===== config.mk =====
export PLATFORM = sky130hd
export DESIGN_NAME = alarm_trigger
export DESIGN_NICKNAME = d
export VERILOG_FILES = /design/src/rtl/clock_pkg.sv /design/src/rtl/time_add_min.sv /design/src/rtl/alarm_trigger.sv
export SDC_FILE = /design/constraint.sdc
export NUM_CORES = 1
export LEC_CHECK = 0
export CORE_ASPECT_RATIO = 2
export CORE_MARGIN = 1
export CORE_UTILIZATION = 30
export CTS_CLUSTER_DIAMETER = 150
export DETAILED_ROUTE_END_ITERATION = 12
export PLACE_DENSITY = 0.59
export SYNTH_ARGS = -nofsm -noshare
export SYNTH_HDL_FRONTEND = slang
export SYNTH_SLANG_ARGS = --single-unit
export TNS_END_PERCENT = 5

===== constraint.sdc =====
create_clock -name clk -period 2.5 [get_ports clk]
set_input_delay 0.375 -clock clk [delete_from_list [all_inputs] [get_ports clk]]
set_output_delay 0.375 -clock clk [all_outputs]
set_load 0.02 [all_outputs]

===== src/rtl/clock_pkg.sv =====
// clock_pkg: shared time-of-day types and constants for the alarm logic
package clock_pkg;
  typedef enum logic [1:0] {IDLE, RINGING, SNOOZED} state_e;
  localparam int HOURS_PER_DAY = 24;
  localparam int MIN_PER_HOUR = 60;
  localparam int SEC_PER_MIN = 60;
  typedef struct packed {
    logic [5:0] hr;
    logic [5:0] min;
  } hhmm_t;
  function automatic logic hhmm_valid(hhmm_t t);
    return t.hr < 6'(HOURS_PER_DAY) && t.min < 6'(MIN_PER_HOUR);
  endfunction
endpackage


===== src/rtl/time_add_min.sv =====
// time_add_min: combinational hh:mm + add_min (< 60) with minute and hour wrap
module time_add_min
  import clock_pkg::*;
(
  input  hhmm_t      t_in,
  input  logic [5:0] add_min,
  output hhmm_t      t_out
);
  logic [6:0] min_sum;
  logic       carry;
  logic [5:0] hr_sum;
  // a single carry into the hour is enough because add_min stays below one hour
  always_comb begin
    min_sum = {1'b0, t_in.min} + {1'b0, add_min};
    carry = min_sum >= 7'(MIN_PER_HOUR);
    t_out.min = carry ? 6'(min_sum - 7'(MIN_PER_HOUR)) : min_sum[5:0];
    hr_sum = t_in.hr + {5'b0, carry};
    t_out.hr = hr_sum >= 6'(HOURS_PER_DAY) ? hr_sum - 6'(HOURS_PER_DAY) : hr_sum;
  end
endmodule


===== src/rtl/alarm_trigger.sv =====
// alarm_trigger: alarm ring/snooze/dismiss FSM; ALARM_AUTO_SNOOZE_EN turns ring timeout into a snooze
module alarm_trigger
  import clock_pkg::*;
#(
  parameter int SNOOZE_MIN = 5,
  parameter int MAX_SNOOZE = 3,
  parameter int RING_TIMEOUT_S = 60
) (
  input  logic       clk,
  input  logic       rst,
  input  logic       sec_tick,
  input  logic [5:0] cur_hr,
  input  logic [5:0] cur_min,
  input  logic [5:0] cur_sec,
  input  logic [5:0] alm_hr,
  input  logic [5:0] alm_min,
  input  logic       alm_en,
  input  logic       snooze,
  input  logic       dismiss,
  output logic       ringing,
  output logic       buzzer,
  output logic       snoozed,
  output logic [1:0] snooze_cnt
);
  state_e     state_q, state_d;
  logic       buzzer_q, buzzer_d;
  logic       ringing_q, snoozed_q;
  logic [1:0] cnt_q, cnt_d;
  logic [7:0] tmr_q, tmr_d;
  hhmm_t      tgt_q, tgt_d;
  logic       snz_prev_q, dis_prev_q;
  hhmm_t      cur, alm, snz_next;
  logic       snz_edge, dis_edge, at_min, alm_hit, snz_hit, can_snz, timeout, auto_snz;
  logic [7:0] tmr_inc;
  assign cur = {cur_hr, cur_min};
  assign alm = {alm_hr, alm_min};
  assign snz_edge = snooze & ~snz_prev_q;
  assign dis_edge = dismiss & ~dis_prev_q;
  assign at_min = sec_tick && cur_sec == 6'd0;
  assign alm_hit = at_min && hhmm_valid(alm) && cur == alm;
  assign snz_hit = at_min && cur == tgt_q;
  assign can_snz = cnt_q < 2'(MAX_SNOOZE);
  assign tmr_inc = tmr_q + 8'd1;
  assign timeout = sec_tick && tmr_inc == 8'(RING_TIMEOUT_S);
`ifdef ALARM_AUTO_SNOOZE_EN
  assign auto_snz = timeout;
`else
  assign auto_snz = 1'b0;
`endif
  time_add_min u_add (
    .t_in   (cur),
    .add_min(6'(SNOOZE_MIN)),
    .t_out  (snz_next)
  );
  // next state in priority order: disable, dismiss, snooze, timeout, match
  always_comb begin
    state_d = state_q;
    buzzer_d = buzzer_q;
    cnt_d = cnt_q;
    tmr_d = tmr_q;
    tgt_d = tgt_q;
    if (!alm_en) begin
      state_d = IDLE;
      buzzer_d = 1'b0;
    end else begin
      case (state_q)
        IDLE: if (alm_hit) begin
          state_d = RINGING;
          buzzer_d = 1'b1;
          tmr_d = 8'd0;
          cnt_d = 2'd0;
        end
        RINGING: if (dis_edge) begin
          state_d = IDLE;
          buzzer_d = 1'b0;
        end else if ((snz_edge || auto_snz) && can_snz) begin
          state_d = SNOOZED;
          buzzer_d = 1'b0;
          tgt_d = snz_next;
          cnt_d = cnt_q + 2'd1;
        end else if (timeout) begin
          state_d = IDLE;
          buzzer_d = 1'b0;
        end else if (sec_tick) begin
          tmr_d = tmr_inc;
          buzzer_d = ~buzzer_q;
        end
        SNOOZED: if (dis_edge) begin
          state_d = IDLE;
        end else if (snz_hit) begin
          state_d = RINGING;
          buzzer_d = 1'b1;
          tmr_d = 8'd0;
        end
        default: begin
          state_d = IDLE;
          buzzer_d = 1'b0;
        end
      endcase
    end
  end
  // state, outputs and button history; reset drops the buzzer immediately
  always_ff @(posedge clk or posedge rst) begin
    if (rst) begin
      state_q <= IDLE;
      buzzer_q <= 1'b0;
      ringing_q <= 1'b0;
      snoozed_q <= 1'b0;
      cnt_q <= 2'd0;
      tmr_q <= 8'd0;
      tgt_q <= '0;
      snz_prev_q <= 1'b0;
      dis_prev_q <= 1'b0;
    end else begin
      state_q <= state_d;
      buzzer_q <= buzzer_d;
      ringing_q <= state_d == RINGING;
      snoozed_q <= state_d == SNOOZED;
      cnt_q <= cnt_d;
      tmr_q <= tmr_d;
      tgt_q <= tgt_d;
      snz_prev_q <= snooze;
      dis_prev_q <= dismiss;
    end
  end
  assign ringing = ringing_q;
  assign buzzer = buzzer_q;
  assign snoozed = snoozed_q;
  assign snooze_cnt = cnt_q;
endmodule

==> out/metrics.yaml <==
run_status:
  status: "finished with violations"
  violations: "negative setup slack"
setup_path:
  path_class: "in2reg"
  worst-endpoint-arrival_ns: 2.67
  crit_chain: "buf_4 -> ha_4 -> xnor2_2 -> ha_2 -> a22oi_2 -> o31a_1 -> inv_2 -> ha_4 -> ha_4 -> nand3_2 -> xor2_2 -> inv_1 -> ha_1 -> a21oi_1 -> nor3b_1 -> a21o_1"
  cp.required_ns: 2.66
  r2r-start: "tmr_q[0]$_DFFE_PP0P_"
  setup.worst_path.start: "cur_min[0]"
  max_stage_delay_ns: 0.33
  cp-end-kind: "flop"
  crit_top_cell: "ha_4"
  slowest_stage: "o31a_1"
  cp_num_buf_inv: 3
  crit_family: "adder cells"
  cp_max_fo: 4
  start_kind: "primary input"
power:
  power.density_nw_per_um2: 412
  netSwitchingPower_uw: 315
  pwr-share-clk_pct: 43.6
  intPower_uw: 984
  p_seq_share_pct: 36.4
  comb_power_share_pct: 20.0
  p_sw_share_pct: 24.3
  ir_drop_mv: 0.218
  p_leak_uw: 0.00129
timing:
  min_period_ns: 2.51
  finalClockSkew_ns: 0.00624
  setup_viol: 1
  final_max_slew_viol_count: 0
  report.final.hold_viol_count: 0
  worst_slack_ns: -0.00745
  max_freq_mhz: 399
  whs_ns: 0.484
  slew-limit-headroom_pct: 60.4
  period_share_pct: 100
  worst_slew_pin_slew_ns: 0.587
  fin_tns_setup_ns: -0.00745
  rsz0062_at_grt: "true"
floorplanning:
  die_area_um2: 7430
  initial_utilization_pct: 30.8
  dieWidth_um: 61.4
  std_cell_rows: 43
  coreArea_um2: 6890
  pin_count: 41
  die_h_um: 121
drt:
  ant_nets: 0
  avgRoutedWirePerCell_um: 14.7
  drc: 0
  drt_iter0_markers: 63
  via_count: 2021
  viasPerCell: 4.94
  routed_wl_mm: 6.01
  drt_pass1_iterations: 4
clock_network:
  clk_path_buf_depth: 2
  cts_tree: "done"
  cts-root-buf: "clkbuf_16"
  numClockSinks: 29
  path_clk_slew_ns: 0.05
  numCtsBuffers: 5
  ctsHoldBuffers: 0
  clock_latency_ns: 0.27
  h-tree-depth: 2
yosys:
  yosysWarnings: 0
  synth.largest_area_cell: "dfrtp_1"
  synth.top_cell.area_share_pct: 34.2
  ys_types: 48
  syn_avg_cell_area_um2: 8.83
  synth_seq_cells: 29
  netlist_area_um2: 2120
  synthCells: 240
  synth_common_cells: "dfrtp_1, xnor2_1, nand2_1"
  syn_nets: 285
  synth-main-ff-cell: "dfrtp_1"
  synth_area_leaders: "dfrtp_1, xnor2_1, ha_1"
  synth_edf_count: 0
  synth_most_common_cell: "dfrtp_1"
  synth-async-reset-ratio_pct: 100
  ys_seq_area_share_pct: 34.2
cells_and_area:
  antenna_cells: 0
  fin_nets: 363
  syn_to_final_growth_pct: 48.8
  drive_gt1_share_pct: 25.7
  nFillCells: 697
place:
  place_hpwl_mm: 4.89
  gp_congestion: 0.866
  numPortBuffers: 40
global_route:
  grt_pass1_vias: 2132
  grt.total_usage_pct: 18.1
  grt-ovfl-total: 0
  antenna_found_initial: 0
  grt_max_degree: 30
  grt_pass1_wl_mm: 9.76
run:
  maxCapViolCount: 0
hold_path:
  hold_class: "in2async"
[worst register-to-register path: cells and delay by family (launching register included)]
family	cells	cell delay (ns)
flip-flops	1	0.44
adder cells (fa/ha/maj)	1	0.24
XOR/XNOR	1	0.15
AND/OR/NAND/NOR	1	0.25
multiplexers	1	0.15
AO/OA/AOI/OAI	3	0.88
[final cells by class]
cell class / instances / area [um^2] / share of cell area (%)
Clock buffer: 6 / 129 / 4.09
Clock inverter: 2 / 10.0 / 0.317
Inverter: 11 / 41.3 / 1.31
Multi-Input combinational cell: 190 / 1440 / 45.5
Sequential cell: 29 / 726 / 23.0
Tap cell: 90 / 113 / 3.57
Timing Repair Buffer: 81 / 699 / 22.2
[power groups by stage]
stage	clock network, uW	registers [uW]	logic, uW
6_report	567	472	260
4_1_cts	575	472	259
5_1_grt	603	472	283
3_5_place_dp	0	480	250
2_1_floorplan	0	480	108
3_3_place_gp	0	480	246
[layer usage]
layer	GRT usage (%)	routed length, um
met4	8.75	226
met5	0	0
met1	15.7	1990
met2	36.3	3630
met3	2.99	156
[worst paths after layout]
kind | to | slack [ns] | cells past startpoint
worst max-delay path | tgt_q[10]$_DFFE_PP0P_ | -0.007 | 16
worst min-delay path | tmr_q[7]$_DFFE_PP0P_ | 0.48 | 3
worst max register to register | tmr_q[1]$_DFFE_PP0P_ | 0.27 | 7
worst min register to register | tgt_q[10]$_DFFE_PP0P_ | 0.50 | 1
max in group asynchronous | tmr_q[3]$_DFFE_PP0P_ | 1.72 | 3
min in group clk | tgt_q[0]$_DFFE_PP0P_ | 0.50 | 3
[timing repair]
item | CTS | global route
pin swaps | 13 | 3
gates resized for setup | 27 | 5
buffers inserted | 3 | 0
hold endpoints to repair | 0 | 0
setup endpoints to repair | 17 | 14
[sequential cells by signal (all words and copies together), names as in the netlist]
signal      flops
ringing         1
tgt_q          12
tmr_q           8
snz_prev_q      1
buzzer          1
state_q         2
dis_prev_q      1
snooze_cnt      2
snoozed         1
[logic make-up (layout without fill, tap and decap cells)]
logic type                 count (synthesis)  count (layout)  synth area share, %
and+or+nand+nor                           88              88                 22.4
AOI/OAI and AO/OA                         52              52                 16.2
xor gates and xnor gates                  32              32                 13.2
DFF                                       29              29                 34.2
buffers and inverters                     21             100                 4.07
adders and majority gates                  9               9                 5.31
muxes                                      9               9                 4.55
[per-stage QoR]
| step | total power (uW) | worst slack, ns | util (%) | std cells | instance area, um^2 |
|---|---|---|---|---|---|
| 2_1_floorplan | 588 | -0.285 | - | 240 | 2190 |
| 3_3_place_gp | 727 | -0.782 | 42.7 | 398 | 2940 |
| 3_5_place_dp | 730 | -0.852 | 42.7 | 398 | 2940 |
| 4_1_cts | 1310 | -0.0132 | 45.4 | 409 | 3120 |
| 5_1_grt | 1360 | -0.177 | 45.8 | 409 | 3150 |
| 6_report | 1300 | -0.00745 | 45.8 | 409 | 3150 |
[cell usage in the layout, fill, tap and decap left out, types with 2 or more instances in the layout]
cell type,n
o21ai_0,12
mux2i_1,4
or3_1,3
a31oi_1,8
o31ai_1,3
nand3_1,5
ha_4,3
dfrtp_1,29
dlygate4sd2_1,2
xnor2_1,24
xor2_2,2
a21oi_4,2
o21a_1,4
clkdlybuf4s50_1,34
a21oi_1,8
nor2b_1,4
nand3_2,2
nor4_1,3
nor2_1,10
nor3b_1,3
clkbuf_16,5
ha_1,5
xor2_1,3
o31a_1,2
and2_1,2
mux2_2,5
clkinv_2,2
xnor2_2,3
nand4_1,6
inv_1,10
nand2b_1,3
nor3_1,5
buf_4,44
nand2_1,25
nor4b_1,3
and3_1,3
Note: power is estimated with default switching activity, not from simulation.
==> edit 1 (same flow settings) <==
Add a define of `ALARM_AUTO_SNOOZE_EN`.
--- a/src/rtl/alarm_trigger.sv
+++ b/src/rtl/alarm_trigger.sv
@@ -1,3 +1,5 @@
 // alarm_trigger: alarm ring/snooze/dismiss FSM; ALARM_AUTO_SNOOZE_EN turns ring timeout into a snooze
+`define ALARM_AUTO_SNOOZE_EN
+
 module alarm_trigger
   import clock_pkg::*;
Function: same outputs for any inputs over 10 cycles, from zero or initial values and one cycle with rst high; that may be too few to reach the edited logic, so the function may still have changed.
==> edit 1 against the unedited design <==
  * Design area rose by 6.6%
  * Routed wire length rose by 1.3%
  * Clock power rose by 8.6%
  * Power rose by 5.4%
  * First-iteration DRC count rose by 44%
  * Sequential cell count did not move
  * Non-clock buffer count rose by 4
  * Register-to-register slack got worse by 160 ps
  * Core utilization rose by 2.7 points
  * Die area rose by 2.1%
  * Area after synthesis rose by 2.1%
  * Worst setup slack improved by 29 ps
  * Global-route usage rose by 0.31 points
  * Sequential share of layout area fell by 1.4 points
  * Critical path type unchanged
  * Largest cell class unchanged
  * Highest routed layer unchanged
==> edit 1: results (changes against the unedited design) <==
finalClockSkew_ps: 1.923  # -4.317 ps
filler_cell_count: 633  # -9.2%
preCtsSetupSlack_ps: -783.6  # +68.53 ps
ys_top_cells_by_count: "sky130_fd_sc_hd__dfrtp_1, sky130_fd_sc_hd__xnor2_1, sky130_fd_sc_hd__nor2_1"
yosysWarningCount: 0  # unchanged
mappedNetlistNets: 288  # +1.1%
worst_slew_pin_slew_ps: 420.1  # -166.7 ps
hp-class: "in -> async"
leakage_uw: 0.001534  # +19%
synth.lib_cells_used.distinct: 52  # +8.3%
antenna_cells: 0  # unchanged
cts_root_buffer: "sky130_fd_sc_hd__clkbuf_16"
synth_sequential_area_ratio_pct: 33.53  # -0.71 points
first_global_vias: 2173  # +1.9%
largest_registers: "tgt_q: 12 flops, tmr_q: 8 flops"
detailedRoute.firstPassIterationCount: 4  # unchanged
layout-drive-gt1-share_pct: 31.17  # +5.5 points
first_pass_grt_wire_length_um: 10140  # +3.9%
place.port_buffers: 40  # unchanged
async_flop_share_pct: 100.0  # unchanged
antenna_found_initial: 0  # unchanged
reg2reg_depth: 7  # unchanged
vias: 2123  # +5.0%
post_synth_main_area_contributors: "sky130_fd_sc_hd__dfrtp_1, sky130_fd_sc_hd__xnor2_1, sky130_fd_sc_hd__ha_1"
cts.reportedPaths.clkPinSlew_ps: 50  # about the same
wire_per_inst_um: 14.69  # about the same
grt_start_max_net_pins: 30  # unchanged
place.gp.congestion: 0.8276  # -4.4%
status: "finished, final reports clean"
yosys_top_cell_area_share_pct: 33.53  # -0.71 points
vdd_ir_drop_max_mv: 0.3806  # +75%
cts-buffers-inserted: 5  # unchanged
critPathArrivalTime_ps: 2630  # -40 ps
sum_of_net_half_perimeters_after_detailed_placement_um: 4910  # +0.31%
clock_latency_reported_for_the_late_side_of_the_worst_skew_pair_ps: 270  # about the same
crit_path_max_fanout: 6  # +2
design.final.nets: 368  # +1.4%
globalRouteTotalUtil_pct: 18.46  # +0.31 points
dr.first_iter.drc_count: 91  # +44%
h-tree-depth: 2  # unchanged
cts.path.max_buffers: 2  # unchanged
-- edit 1: layout make-up --
type	count	share of cell area [%]
Sequential cell	29	21.59
Clock inverter	1	0.1489
Timing Repair Buffer	85	22.93
Multi-Input combinational cell	195	46.67
Inverter	7	0.7815
Clock buffer	7	4.540
Tap cell	90	3.349
-- edit 1: what timing repair did --
action | 4_1_cts | 5_1_grt
gates cloned | 0 | 0
setup buffers | 3 | 1
endpoints found under the setup margin | 14 | 11
gates resized for setup | 40 | 33
pin swaps | 21 | 11
-- edit 1: cell families after synthesis --
logic type / synth area share (%)
adder cells (fa/ha/maj): 5.202
multiplexers: 3.584
AND/OR/NAND/NOR: 22.72
AO/OA/AOI/OAI: 18.84
XOR/XNOR: 12.14
buffers and inverters: 3.989
flip-flops: 33.53
-- edit 1: power breakdown --
| part | switching, µW | internal [µW] |
|---|---|---|
| combinational | 124 | 155 |
| sequential | 0.470 | 472 |
| clock | 197 | 420 |
-- edit 1: metal layers --
metal | GRT usage (%) | share of wire [%]
met1 | 18.69 | 36
met2 | 33.38 | 56
met3 | 3.397 | 3.9
met4 | 9.722 | 4.4
met5 | 0 | 0
-- edit 1: metrics by stage --
step	TNS [ps]	cell area, µm²	total power (µW)	cells
CTS	0	3267	1375	414
global placement	-8805	3065	744.4	403
finish	0	3362	1368	414
detailed placement	-9658	3065	745.6	403
global route	-73.02	3362	1434	414
floorplan	-1076	2300	601.3	243
-- edit 1: final timing paths --
| check | slack, ps | from | to |
|---|---|---|---|
| worst max-delay path | 20 | cur_hr[3] | tmr_q[5] |
| worst max register to register | 110 | tmr_q[0] | tmr_q[5] |
| min in group clk | 530 | tgt_q[4] | tgt_q[4] |
| max in group asynchronous | 1730 | rst | tmr_q[3] |
| worst min register to register | 530 | tgt_q[4] | tgt_q[4] |
| worst min-delay path | 480 | rst | snooze_cnt[1] |
-- edit 1: worst max-delay path: stages --
cell and delay, ps:
sky130_fd_sc_hd__buf_6 90, sky130_fd_sc_hd__and2b_1 140, sky130_fd_sc_hd__or4_4 490, sky130_fd_sc_hd__or4b_4 530
sky130_fd_sc_hd__o41ai_2 280, sky130_fd_sc_hd__o221a_2 280, sky130_fd_sc_hd__nand2_4 80, sky130_fd_sc_hd__a221o_1 360
==> edit 2 (config.mk and constraints unchanged) <==
Without the edit above. The 3 states of `state_e` get a one-hot encoding in 3 bits.
--- a/src/rtl/clock_pkg.sv
+++ b/src/rtl/clock_pkg.sv
@@ -1,5 +1,5 @@
 // clock_pkg: shared time-of-day types and constants for the alarm logic
 package clock_pkg;
-  typedef enum logic [1:0] {IDLE, RINGING, SNOOZED} state_e;
+  typedef enum logic [2:0] {IDLE = 3'b001, RINGING = 3'b010, SNOOZED = 3'b100} state_e;
   localparam int HOURS_PER_DAY = 24;
   localparam int MIN_PER_HOUR = 60;
Formal check against the unedited RTL: same outputs for any inputs over 10 cycles, from zero or initial values and one cycle with rst high; not proved beyond that.
==> edit 2 against the unedited design <==
  * Register-to-register slack worse by 80 ps
  * Design area is 12% higher
  * Fmax is 1.4% higher
  * Area after synthesis is 7.7% higher
  * Worst setup slack better by 35 ps
  * Combinational power is 22% higher
  * Non-clock buffer count is 11 higher
  * Largest power group unchanged
  * Worst hold slack worse by 45 ps
  * Sequential cell count is 1 higher
  * Power is 17% higher
  * Routed wire length is 13% higher
  * Clock power is 22% higher
==> edit 2: results (changes against the unedited design) <==
post_synth_inst_count: 258  # +7.5%
dp.cells: 426  # +7.0%
grt_start_max_net_pins: 31  # +3.3%
wire_per_inst_um: 15.43  # +5.1%
finalClockSkew_ps: 1.990  # -4.250 ps
first_global_vias: 2321  # +8.9%
rr_startpoint: "tgt_q[10]"
design.final.nets: 393  # +8.3%
synth_sequential_area_ratio_pct: 32.95  # -1.3 points
antenna_found_initial: 0  # unchanged
layout-drive-gt1-share_pct: 29.23  # +3.5 points
mappedNetlistNets: 303  # +6.3%
leakage_uw: 0.001557  # +20%
largest_registers: "tgt_q: 12 flops, tmr_q: 8 flops, state_q: 3 flops"
grt.met2_usage_pct: 37.05  # +0.77 points
reg2reg_depth: 6  # -1
ys_top_cells_by_count: "sky130_fd_sc_hd__dfrtp_1, sky130_fd_sc_hd__nand2_1, sky130_fd_sc_hd__xnor2_1"
reg2reg_slack_ps: 190  # -80 ps
status: "finished, final reports clean"
worstHoldEndpoint: "tgt_q[0]"
vdd_ir_drop_max_mv: 0.2839  # +30%
post_synth_main_area_contributors: "sky130_fd_sc_hd__dfrtp_1, sky130_fd_sc_hd__xnor2_1, sky130_fd_sc_hd__ha_1"
preCtsSetupSlack_ps: -737.0  # +115.1 ps
place.port_buffers: 40  # unchanged
routed_wl_um: 6806  # +13%
worstHoldStart: "cur_min[0]"
fin_crit_sh_pct: 98.89  # -1.4 points
hp-class: "in -> reg"
cts.reportedPaths.clkPinSlew_ps: 50  # about the same
async_flop_share_pct: 100.0  # unchanged
rr_endpoint: "tmr_q[6]"
cts.path.max_buffers: 2  # unchanged
sum_of_net_half_perimeters_after_detailed_placement_um: 5468  # +12%
global_route.usage.met1_pct: 15.77  # +0.028 points
antenna_cells: 0  # unchanged
clock_latency_reported_for_the_late_side_of_the_worst_skew_pair_ps: 280
placement.cell_area_um2: 3172  # +7.8%
dr.first_iter.drc_count: 66  # +4.8%
vias: 2243  # +11%
max_stage_delay_ps: 260  # -70 ps
cts_root_buffer: "sky130_fd_sc_hd__clkbuf_16"
first_pass_grt_wire_length_um: 11050  # +13%
h-tree-depth: 2  # unchanged
min_hold_slack_ps: 438.4  # -45.15 ps
startpoint: "cur_min[0]"
cp_top_family: "adder cells"
grt.met3_usage_pct: 2.828  # -0.16 points
cts-buffers-inserted: 5  # unchanged
place.gp.congestion: 0.9003  # +4.0%
crit_path_max_fanout: 4  # unchanged
maxSlewHeadroom_pct: 68.00  # +7.6 points
synth.lib_cells_used.distinct: 58  # +21%
timing.critical_path.slowest_stage_cell: "sky130_fd_sc_hd__a211oi_2"
critPathCapture: "tgt_q[10]"
hold-path-cell-count: 3
globalRouteTotalUtil_pct: 18.41  # +0.27 points
detailedRoute.firstPassIterationCount: 4  # unchanged
yosysWarningCount: 0  # unchanged
-- edit 2: worst register-to-register path, stage by stage (launching register included) --
cell,delay (ps)
sky130_fd_sc_hd__dfrtp_1,410
sky130_fd_sc_hd__xnor2_2,220
sky130_fd_sc_hd__nand4_1,120
sky130_fd_sc_hd__or4_4,520
sky130_fd_sc_hd__and2_1,180
sky130_fd_sc_hd__or3_4,380
sky130_fd_sc_hd__a221o_1,360
-- edit 2: routing by layer --
layer	share of wire [%]	vias up
met5	0	-
met4	4.8	0
met3	2.0	18
met2	61	53
met1	32	1065
li1	-	1107
-- edit 2: report_power, final --
group,switching (µW),leakage (µW),internal [µW]
combinational,143,0.00108,173
sequential,11.3,0.000395,498
clock,225,0.0000836,466
-- edit 2: cells by family after synthesis --
| group | Yosys count | synth area share [%] |
|---|---|---|
| flops | 30 | 32.95 |
| fa+ha+maj | 9 | 4.934 |
| mux | 5 | 2.357 |
| compound gates | 60 | 18.70 |
| xor+xnor | 32 | 12.28 |
| buf+inv | 19 | 3.345 |
| simple gates | 103 | 25.44 |
-- edit 2: final cells by class --
class / instances / area, µm²
tap: 92 / 115.1
multi-input combinational: 209 / 1645
inverter: 10 / 37.54
fill: 711 / 3805
timing repair buffer: 92 / 802.0
sequential: 30 / 752.0
clock inverter: 3 / 40.04
clock buffer: 5 / 125.1
-- edit 2: timing repair --
item                       4_1_cts  5_1_grt
setup endpoints to repair       10        9
gates resized for setup         39       15
pin swaps                       20       19
setup buffers                    4        3
gates cloned                     0        0
